## src/rtl/ads1292_filter_pkg.sv

```systemverilog
// Shared state encoding, engine indices and scaling helpers for the ADS1292
// float filter chain.
package ads1292_filter_pkg;

    typedef enum logic [1:0] {
        IDLE,
        ISSUE,
        WAIT,
        FINISH
    } state_t;

    localparam int WORD_W  = 32;
    localparam int ENG_I2F = 0;

    // The f2i engine always sits directly after the last filter engine.
    function automatic int eng_f2i(input int n_flt);
        return n_flt + 1;
    endfunction

    function automatic int scale_pad(input int data_w);
        return WORD_W - data_w;
    endfunction

    // Half an output LSB, expressed in the 32-bit engine word.
    function automatic logic [WORD_W-1:0] scale_round(input int data_w);
        return (data_w < WORD_W) ? (WORD_W'(1) << (WORD_W - 1 - data_w)) : '0;
    endfunction

endpackage

```

## src/rtl/ads1292_filter_scaler.sv

```systemverilog
// Rounds a 32-bit f2i result down to DATA_W bits, saturating on overflow.
module ads1292_filter_scaler
    import ads1292_filter_pkg::*;
#(
    parameter int DATA_W = 24
) (
    input  logic [WORD_W-1:0] word,
    output logic [DATA_W-1:0] sample
);

    localparam int                PAD     = scale_pad(DATA_W);
    localparam logic [WORD_W-1:0] ROUND   = scale_round(DATA_W);
    localparam logic [DATA_W-1:0] SAT_MAX = {1'b0, {(DATA_W-1){1'b1}}};
    localparam logic [DATA_W-1:0] SAT_MIN = {1'b1, {(DATA_W-1){1'b0}}};

    logic [WORD_W-1:0] sum;
    logic              ovf;

    // NOTE: every output of a combinational block is assigned on every path, so no latch is inferred.
    always_comb begin
        sum = word + ROUND;
        ovf = (word[WORD_W-1] == ROUND[WORD_W-1]) && (sum[WORD_W-1] != word[WORD_W-1]);
        if (ovf) begin
            sample = word[WORD_W-1] ? SAT_MIN : SAT_MAX;
        end else begin
            sample = DATA_W'(sum >> PAD);
        end
    end

endmodule

```

## src/rtl/ads1292_filter_chain.sv

```systemverilog
// Sequences each channel of an ADS1292 frame through i2f, N_FLT float filter
// engines and f2i, with per-engine timeout and overrun detection.
module ads1292_filter_chain
    import ads1292_filter_pkg::*;
#(
    parameter int N_CH    = 2,
    parameter int DATA_W  = 24,
    parameter int N_FLT   = 3,
    parameter int TIMEOUT = 1023
) (
    input  logic                                      i_CLK,
    input  logic                                      i_RST,
    input  logic [N_CH*DATA_W-1:0]                    i_DATA,
    input  logic                                      i_DATA_VALID,
    output logic [N_CH*DATA_W-1:0]                    o_FILT_DATA,
    output logic                                      o_FILT_VALID,
    input  logic                                      i_FILT_ACK,
    input  logic [N_FLT-1:0]                          i_BYPASS,
    output logic [WORD_W-1:0]                         o_ENG_X,
    output logic [N_FLT+1:0]                          o_ENG_X_VALID,
    input  logic [N_FLT+1:0]                          i_ENG_X_READY,
    input  logic [(N_FLT+2)*WORD_W-1:0]               i_ENG_Y,
    input  logic [N_FLT+1:0]                          i_ENG_Y_VALID,
    output logic [N_FLT+1:0]                          o_ENG_Y_ACK,
    output logic [((N_CH > 1) ? $clog2(N_CH) : 1)-1:0] o_ENG_CH,
    output logic                                      o_OVERRUN,
    output logic                                      o_TIMEOUT,
    input  logic                                      i_ERR_CLR
);

    localparam int N_ENG   = N_FLT + 2;
    localparam int ENG_F2I = eng_f2i(N_FLT);
    localparam int ENG_W   = $clog2(N_ENG);
    localparam int CH_W    = (N_CH > 1) ? $clog2(N_CH) : 1;
    localparam int CNT_W   = $clog2(TIMEOUT + 1);
    localparam int PAD     = scale_pad(DATA_W);

    state_t                 state_q;
    logic [N_CH*DATA_W-1:0] frame_q;
    logic [N_CH*DATA_W-1:0] slots_q;
    logic [N_FLT-1:0]       bypass_q;
    logic [CH_W-1:0]        ch_q;
    logic [ENG_W-1:0]       eng_q;
    logic [WORD_W-1:0]      operand_q;
    logic [CNT_W-1:0]       wait_q;
    logic                   overrun_q;
    logic                   timeout_q;

    logic [N_ENG-1:0]  eng_sel;
    logic [WORD_W-1:0] eng_y;
    logic [ENG_W-1:0]  next_eng;
    logic [CH_W-1:0]   next_ch;
    logic [WORD_W-1:0] next_ch_operand;
    logic              busy;
    logic              step_done;
    logic              timed_out;
    logic              ch_done;
    logic              last_ch;
    logic [DATA_W-1:0] scaled;
    logic [DATA_W-1:0] slot_val;

    ads1292_filter_scaler #(
        .DATA_W (DATA_W)
    ) u_scaler (
        .word   (eng_y),
        .sample (scaled)
    );

    always_comb begin
        eng_sel          = '0;
        eng_sel[eng_q]   = 1'b1;
        eng_y            = i_ENG_Y[int'(eng_q)*WORD_W +: WORD_W];
        // Lowest-numbered non-bypassed filter above the current engine, else f2i.
        next_eng = ENG_W'(ENG_F2I);
        for (int k = N_FLT; k >= 1; k--) begin
            if (k > int'(eng_q) && !bypass_q[k-1]) begin
                next_eng = ENG_W'(k);
            end
        end
        busy      = (state_q == ISSUE) || (state_q == WAIT);
        step_done = ((state_q == ISSUE) && i_ENG_X_READY[eng_q]) ||
                    ((state_q == WAIT)  && i_ENG_Y_VALID[eng_q]);
        timed_out = busy && !step_done && (wait_q == CNT_W'(TIMEOUT - 1));
        ch_done   = ((state_q == WAIT) && i_ENG_Y_VALID[eng_q] && (eng_q == ENG_W'(ENG_F2I))) ||
                    timed_out;
        slot_val  = timed_out ? '0 : scaled;
        last_ch   = (ch_q == CH_W'(N_CH - 1));
        next_ch   = ch_q + 1'b1;
        next_ch_operand = WORD_W'(frame_q[int'(next_ch)*DATA_W +: DATA_W]) << PAD;
    end

    always_ff @(posedge i_CLK) begin
        // NOTE: frame and slot storage is reset too, so a reset never exposes stale samples.
        if (i_RST) begin
            state_q   <= IDLE;
            frame_q   <= '0;
            slots_q   <= '0;
            bypass_q  <= '0;
            ch_q      <= '0;
            eng_q     <= '0;
            operand_q <= '0;
            wait_q    <= '0;
            overrun_q <= 1'b0;
            timeout_q <= 1'b0;
        end else begin
            // A new error event wins over a same-cycle clear.
            if (i_DATA_VALID && (state_q != IDLE)) begin
                overrun_q <= 1'b1;
            end else if (i_ERR_CLR) begin
                overrun_q <= 1'b0;
            end
            if (timed_out) begin
                timeout_q <= 1'b1;
            end else if (i_ERR_CLR) begin
                timeout_q <= 1'b0;
            end

            case (state_q)
                IDLE: begin
                    if (i_DATA_VALID) begin
                        frame_q   <= i_DATA;
                        bypass_q  <= i_BYPASS;
                        ch_q      <= '0;
                        eng_q     <= ENG_W'(ENG_I2F);
                        operand_q <= WORD_W'(i_DATA[DATA_W-1:0]) << PAD;
                        wait_q    <= '0;
                        state_q   <= ISSUE;
                    end
                end
                ISSUE, WAIT: begin
                    if (ch_done) begin
                        slots_q[int'(ch_q)*DATA_W +: DATA_W] <= slot_val;
                        wait_q <= '0;
                        if (last_ch) begin
                            state_q <= FINISH;
                        end else begin
                            ch_q      <= next_ch;
                            eng_q     <= ENG_W'(ENG_I2F);
                            operand_q <= next_ch_operand;
                            state_q   <= ISSUE;
                        end
                    end else if (step_done && (state_q == ISSUE)) begin
                        wait_q  <= wait_q + 1'b1;
                        state_q <= WAIT;
                    end else if (step_done) begin
                        operand_q <= eng_y;
                        eng_q     <= next_eng;
                        wait_q    <= '0;
                        state_q   <= ISSUE;
                    end else begin
                        wait_q <= wait_q + 1'b1;
                    end
                end
                FINISH: begin
                    if (i_FILT_ACK) begin
                        state_q <= IDLE;
                    end
                end
                default: state_q <= IDLE;
            endcase
        end
    end

    // Strobes are gated by reset so an abandoned frame never emits a pulse.
    assign o_ENG_X_VALID = ((state_q == ISSUE) && !i_RST) ? (eng_sel & i_ENG_X_READY) : '0;
    assign o_ENG_Y_ACK   = ((state_q == WAIT)  && !i_RST) ? (eng_sel & i_ENG_Y_VALID) : '0;
    assign o_FILT_DATA   = slots_q;
    assign o_FILT_VALID  = (state_q == FINISH);
    assign o_ENG_X       = operand_q;
    assign o_ENG_CH      = ch_q;
    assign o_OVERRUN     = overrun_q;
    assign o_TIMEOUT     = timeout_q;

endmodule

```

## config.mk

```make
export PLATFORM = sky130hd
export DESIGN_NAME = ads1292_filter_chain
export DESIGN_NICKNAME = d
export VERILOG_FILES = /design/src/rtl/ads1292_filter_pkg.sv /design/src/rtl/ads1292_filter_scaler.sv /design/src/rtl/ads1292_filter_chain.sv
export SDC_FILE = /design/constraint.sdc
export NUM_CORES = 1
export LEC_CHECK = 0
export BUFFER_PORTS_ARGS = -buffer_cell sky130_fd_sc_hd__buf_2
export CAP_MARGIN = 10
export CORE_MARGIN = 2
export CORE_UTILIZATION = 30
export DETAILED_ROUTE_END_ITERATION = 10
export RECOVER_POWER = 25
export SLEW_MARGIN = 20
export SYNTH_ARGS = -nofsm -noshare
export SYNTH_HDL_FRONTEND = slang
export SYNTH_SLANG_ARGS = --single-unit
```

## constraint.sdc

```tcl
create_clock -name i_CLK -period 2.8 [get_ports i_CLK]
set_input_delay 0.42 -clock i_CLK [delete_from_list [all_inputs] [get_ports i_CLK]]
set_output_delay 0.42 -clock i_CLK [all_outputs]
set_load 0.005 [all_outputs]
```

==> flow_summary.ini, run 1 <==
[synth]
synth-async-reset-ratio_pct = 0
syn_inst = 1008
yosysWarningCount = 0
ys_types = 78
synth.area.top_cells = dfxtp_1 (36%), mux2i_1 (8.4%), nand2_1 (7.5%)
synth_ff_type = dfxtp_1
synth_area_leader_cell = dfxtp_1
synth_seq_cells = 149
avgSynthCellArea_um2 = 8.29
synth_edf_count = 0
synth_common_cells = nand2_1 (166), dfxtp_1 (149), a21oi_1 (91)
syn-num-nets = 1241
synth_top_area_share_pct = 35.7
syn_area_um2 = 8360
ys_seq_area_share_pct = 35.7
synth.most_common_cell = nand2_1

[route]
drt-total-wl_um = 35100
wl_per_cell_um = 19.8
drt-initial-drc-count = 669
vias = 9016
ant_nets = 0
drt_first_pass_iters = 5
remaining_drc_errors = 0
via_per_inst = 5.10

[die]
core-area_um2 = 27600
start_util_pct = 30.3
die_y_um = 171
core.rowCount = 61
pin_count = 320
die_w_um = 171
dieArea_um2 = 29200

[setup_path]
path_common_cell = a221o_1
worstPathRequired_ns = 3.12
critPathMaxStageDelay_ns = 0.42
critPathMaxFanout = 7
path_buf_inv = 2
path_cells = buf_6 -> mux2_2 -> a221o_1 -> o211ai_1 -> and3b_2 -> buf_4 -> nand4_1 -> nor2_2 -> xnor2_2 -> a221o_1
path_delay_family = compound AO/OA/AOI/OAI gates
startpoint_type = register
crit_slowest_cell = dfxtp_4
crit_type = register to register
endpoint_kind = register
worstPathArrival_ns = 3.09

[clocking]
cts_root_buffer = clkbuf_16
clkSinkCount = 149
htree_levels = 4
cts_buffers = 17
cts_tree = done
clk_latency_ns = 0.43
cts_max_path_buffers = 2
path_clk_slew_ns = 0.06

[run]
drv_cap = 0

[timing]
maxSlewHeadroom_pct = 55.9
hold_viol = 0
slew_violations = 0
finalClockSkew_ns = 0.0110
layout_worst_path_cycle_share_pct = 99.0
rsz0062_at_grt = yes
post-route-min-period_ns = 2.77
setup-tns-final_ns = 0
setup_viol = 0
max_freq_ghz = 0.361
worst_slew_pin_slew_ns = 0.662

[pwr]
p_total_uw = 6800
powerDensity_nw_per_um2 = 574
p_leak_uw = 0.00500
ir_drop_mv = 0.339

[final_layout]
final_nets = 1607
fill_cells = 2818
layout-drive-gt1-share_pct = 35.4
final_cell_area_um2 = 11800
area_delta_synth_final_pct = 41.7

[placed_design]
hpwl_um = 26500
gp_congestion = 0.848
port_buffers = 319
dpl_cell_area_um2 = 10800

[min_path]
min_path_type = input pin to register

[grt]
grt_pass1_vias = 8413
grt-ovfl-total = 0
grt_usage_pct = 22.6
grt_first_pass_wirelength_um = 49500
grt_max_degree = 57
antenna_found_initial = 3

[outcome]
status = finished, final reports clean
-- cells in the final DEF, fill, tap and decap left out, types with 13 or more instances in the layout --
cell type and instances:
dfxtp_1 146, nor2_1 75, a22o_1 27, and3_1 13, nand3_1 14, buf_2 271, mux2_2 15, nor2b_1 20
a211oi_1 40, nand2_1 164, o21ai_0 37, buf_4 89, clkbuf_16 19, mux2i_1 64, clkbuf_1 48, a21oi_1 88
-- final cells by class --
| cell class | instances | area, um^2 | area share [%] |
|---|---|---|---|
| diodes | 4 | 10.0 | 0.0845 |
| inverters | 14 | 52.6 | 0.444 |
| multi-input cells | 766 | 5180 | 43.7 |
| clock inverters | 13 | 173 | 1.46 |
| well taps | 378 | 473 | 3.99 |
| clock buffers | 19 | 443 | 3.74 |
| repair buffers | 426 | 2520 | 21.3 |
| flip-flops and latches | 149 | 2990 | 25.3 |
-- registers in the layout, indices dropped and copies added (netlist names) --
| register | flops |
|---|---|
| frame_q | 48 |
| o_FILT_DATA | 48 |
| o_ENG_X | 32 |
| wait_q | 10 |
| bypass_q | 3 |
| eng_q | 3 |
| state_q | 2 |
| o_ENG_CH | 1 |
| o_OVERRUN | 1 |
| o_TIMEOUT | 1 |
-- through the flow --
step	cells	hold WS [ns]	worst slack [ns]	utilization (%)
finish	1769	0.233	0.0281	42.9
global placement	1713	0.431	-0.0329	39.2
CTS	1746	0.222	0.00159	41.6
global route	1768	0.230	-0.0693	42.9
detailed placement	1713	0.439	-0.0538	39.2
floorplan	1008	0.432	0.177	-
-- worst min-delay path, delay by kind of cell --
kind,cells,cell delay [ns]
compound gates,1,0.05
buf+inv,1,0.09
simple gates,1,0.05
-- kinds of logic after synthesis --
kind of cell / share of synthesized area, %
XOR/XNOR: 2.31
AND/OR/NAND/NOR: 20.5
buffers and inverters: 5.58
flip-flops: 35.7
AO/OA/AOI/OAI: 22.8
adder cells (fa/ha/maj): 1.05
multiplexers: 12.1
-- path summary, 6_finish.rpt --
check / start / slack (ns) / to / cells past startpoint
worst min-delay path: i_BYPASS[2] / 0.23 / bypass_q[2] / 3
worst max register to register: eng_q[1] / 0.03 / o_FILT_DATA[14] / 10
worst max-delay path: eng_q[1] / 0.03 / o_FILT_DATA[14] / 10
worst min register to register: frame_q[44] / 0.45 / frame_q[44] / 2
-- routing by layer --
metal	GRT usage (%)	share of wire, %	vias up
met3	3.10	6.7	41
met4	8.18	2.5	0
li1	-	-	4380
met2	38.4	48	383
met5	0	0	-
met1	29.2	42	4212
-- what timing repair did --
action,CTS,global route
hold buffers,0,0
gates cloned,0,3
pin swaps,1,19
gates resized for setup,10,56
buffers inserted,1,17
hold endpoints to repair,0,0
endpoints found under the setup margin,28,81
-- where the power goes --
part | internal (uW) | total [uW] | switching, uW | leakage, uW
clock network | 1440 | 2420 | 983 | 0.000292
registers | 2300 | 2410 | 107 | 0.00122
logic | 835 | 1970 | 1130 | 0.00349
Power figures use the tool's default switching activity.
==> run 2, diff against run 1 <==
SETUP_SLACK_MARGIN = 0.1   (was unset)
==> run 2 against run 1 <==
Register-to-register slack improved by 0.07 ns. Clock skew increased by 0.00070 ns. Clock-buffer cell count unchanged. Critical endpoint is now o_FILT_DATA[17]. Highest routed layer unchanged.
==> flow_summary.ini, run 2 (synthesis gave the netlist of run 1 again) <==
[setup_path]
endpoint_kind = register
worstPathRequired_ns = 3.12
critPathMaxFanout = 7
worstPathArrival_ns = 3.02
startpoint_type = register
crit_type = register to register

[route]
vias = 9122
ant_nets = 0
drt-total-wl_um = 35800
via_per_inst = 5.11
remaining_drc_errors = 0
drt-initial-drc-count = 630
drt_first_pass_iters = 5
wl_per_cell_um = 20.1

[outcome]
status = finished, final reports clean

[timing]
post-route-min-period_ns = 2.70
worst_slack_ns = 0.0986
layout_worst_path_cycle_share_pct = 96.5
finalClockSkew_ns = 0.0117
setup_viol = 0
maxSlewHeadroom_pct = 55.3
rsz0062_at_grt = yes
hold_viol = 0
max_freq_ghz = 0.370
slew_violations = 0
worst_slew_pin_slew_ns = 0.671
setup-tns-final_ns = 0

[final_layout]
area_delta_synth_final_pct = 48.3
fin_util_pct = 44.9
layout-drive-gt1-share_pct = 38.2
final_nets = 1623
final_cell_mix = buf_2 (268), nand2_1 (157), dfxtp_1 (144), buf_4 (88), a21oi_1 (87)
multi_input_area_um2 = 5430
ff_latch_area_um2 = 2990
fill_cells = 2766
final_common_cell = buf_2

[clocking]
cts_buffers = 17
cts_tree = done
cts_max_path_buffers = 2
cts_root_buffer = clkbuf_16
clk_latency_ns = 0.43
htree_levels = 4
clkSinkCount = 149
path_clk_slew_ns = 0.06

[pwr]
power_frac_comb_pct = 30.2
internal-power_uw = 4650
switching_power_uw = 2270
p_total_uw = 6920
ir_drop_mv = 0.360
power_frac_seq_pct = 34.7
p_leak_uw = 0.00519
clkPwrFrac_pct = 35.1
powerDensity_nw_per_um2 = 558
sw_frac_of_total_pct = 32.9

[die]
start_util_pct = 30.3
core-area_um2 = 27600
die_y_um = 171
dieArea_um2 = 29200
core.rowCount = 61
die_w_um = 171
pin_count = 320

[grt]
antenna_found_initial = 3
grt_first_pass_wirelength_um = 50900
grt_usage_pct = 23.2
grt_max_degree = 57
grt-ovfl-total = 0
grt_pass1_vias = 8679

[min_path]
min_path_type = input pin to register

[placed_design]
gp_congestion = 0.848
port_buffers = 319
pre_cts_ws_ns = -0.0538
hpwl_um = 26500

[run]
drv_cap = 0
## run 2: per-stage QoR
step                      hold WS [ns]  instance area [um^2]  std cells
final                            0.232                 12400       1784
after global routing             0.230                 12400       1784
after CTS                        0.222                 11900       1767
after detailed placement         0.439                 10800       1713
after global placement           0.431                 10800       1713
after floorplan                  0.432                  8360       1008
## run 2: power groups by stage
stage / registers (uW) / clock network (uW) / logic [uW]
4_1_cts: 2400 / 2450 / 2000
6_report: 2400 / 2430 / 2090
3_3_place_gp: 2450 / 0 / 1870
2_1_floorplan: 2430 / 0 / 1050
3_5_place_dp: 2450 / 0 / 1890
5_1_grt: 2430 / 2550 / 2260
## run 2: timing repair
item,CTS,global route
gates cloned,3,6
hold buffers,0,0
pin swaps,21,49
buffers inserted,19,10
setup endpoints to repair,68,84
gates resized for setup,55,82
## run 2: worst max-delay path, cell delays in order (launching register included)
cell	delay, ns
dfxtp_4	0.39
buf_6	0.14
mux2_4	0.31
a221o_1	0.37
o211ai_1	0.16
and3b_2	0.27
and4_1	0.21
buf_6	0.14
nand2_1	0.08
mux2_4	0.32
a22o_1	0.20
## run 2: layout make-up
| class | count | area share [%] |
|---|---|---|
| clock buffers | 19 | 3.57 |
| diodes | 3 | 0.0606 |
| flip-flops and latches | 149 | 24.2 |
| clock inverters | 13 | 1.39 |
| well taps | 378 | 3.82 |
| multi-input cells | 766 | 43.8 |
| inverters | 14 | 0.454 |
| repair buffers | 442 | 22.7 |
## run 2: layer usage
metal	GRT usage, %	wire [um]	up-vias
li1	-	-	4415
met1	29.6	15100	4281
met2	39.9	17400	380
met3	3.31	2350	46
met4	8.44	905	0
met5	0	0	-
## run 2: final timing paths
| check | endpoint | cells past startpoint | startpoint | slack [ns] |
|---|---|---|---|---|
| max | o_FILT_DATA[17] | 10 | eng_q[1] | 0.1 |
| min | bypass_q[2] | 3 | i_BYPASS[2] | 0.23 |
| min reg2reg | frame_q[30] | 2 | frame_q[30] | 0.45 |
| max reg2reg | o_FILT_DATA[17] | 10 | eng_q[1] | 0.1 |
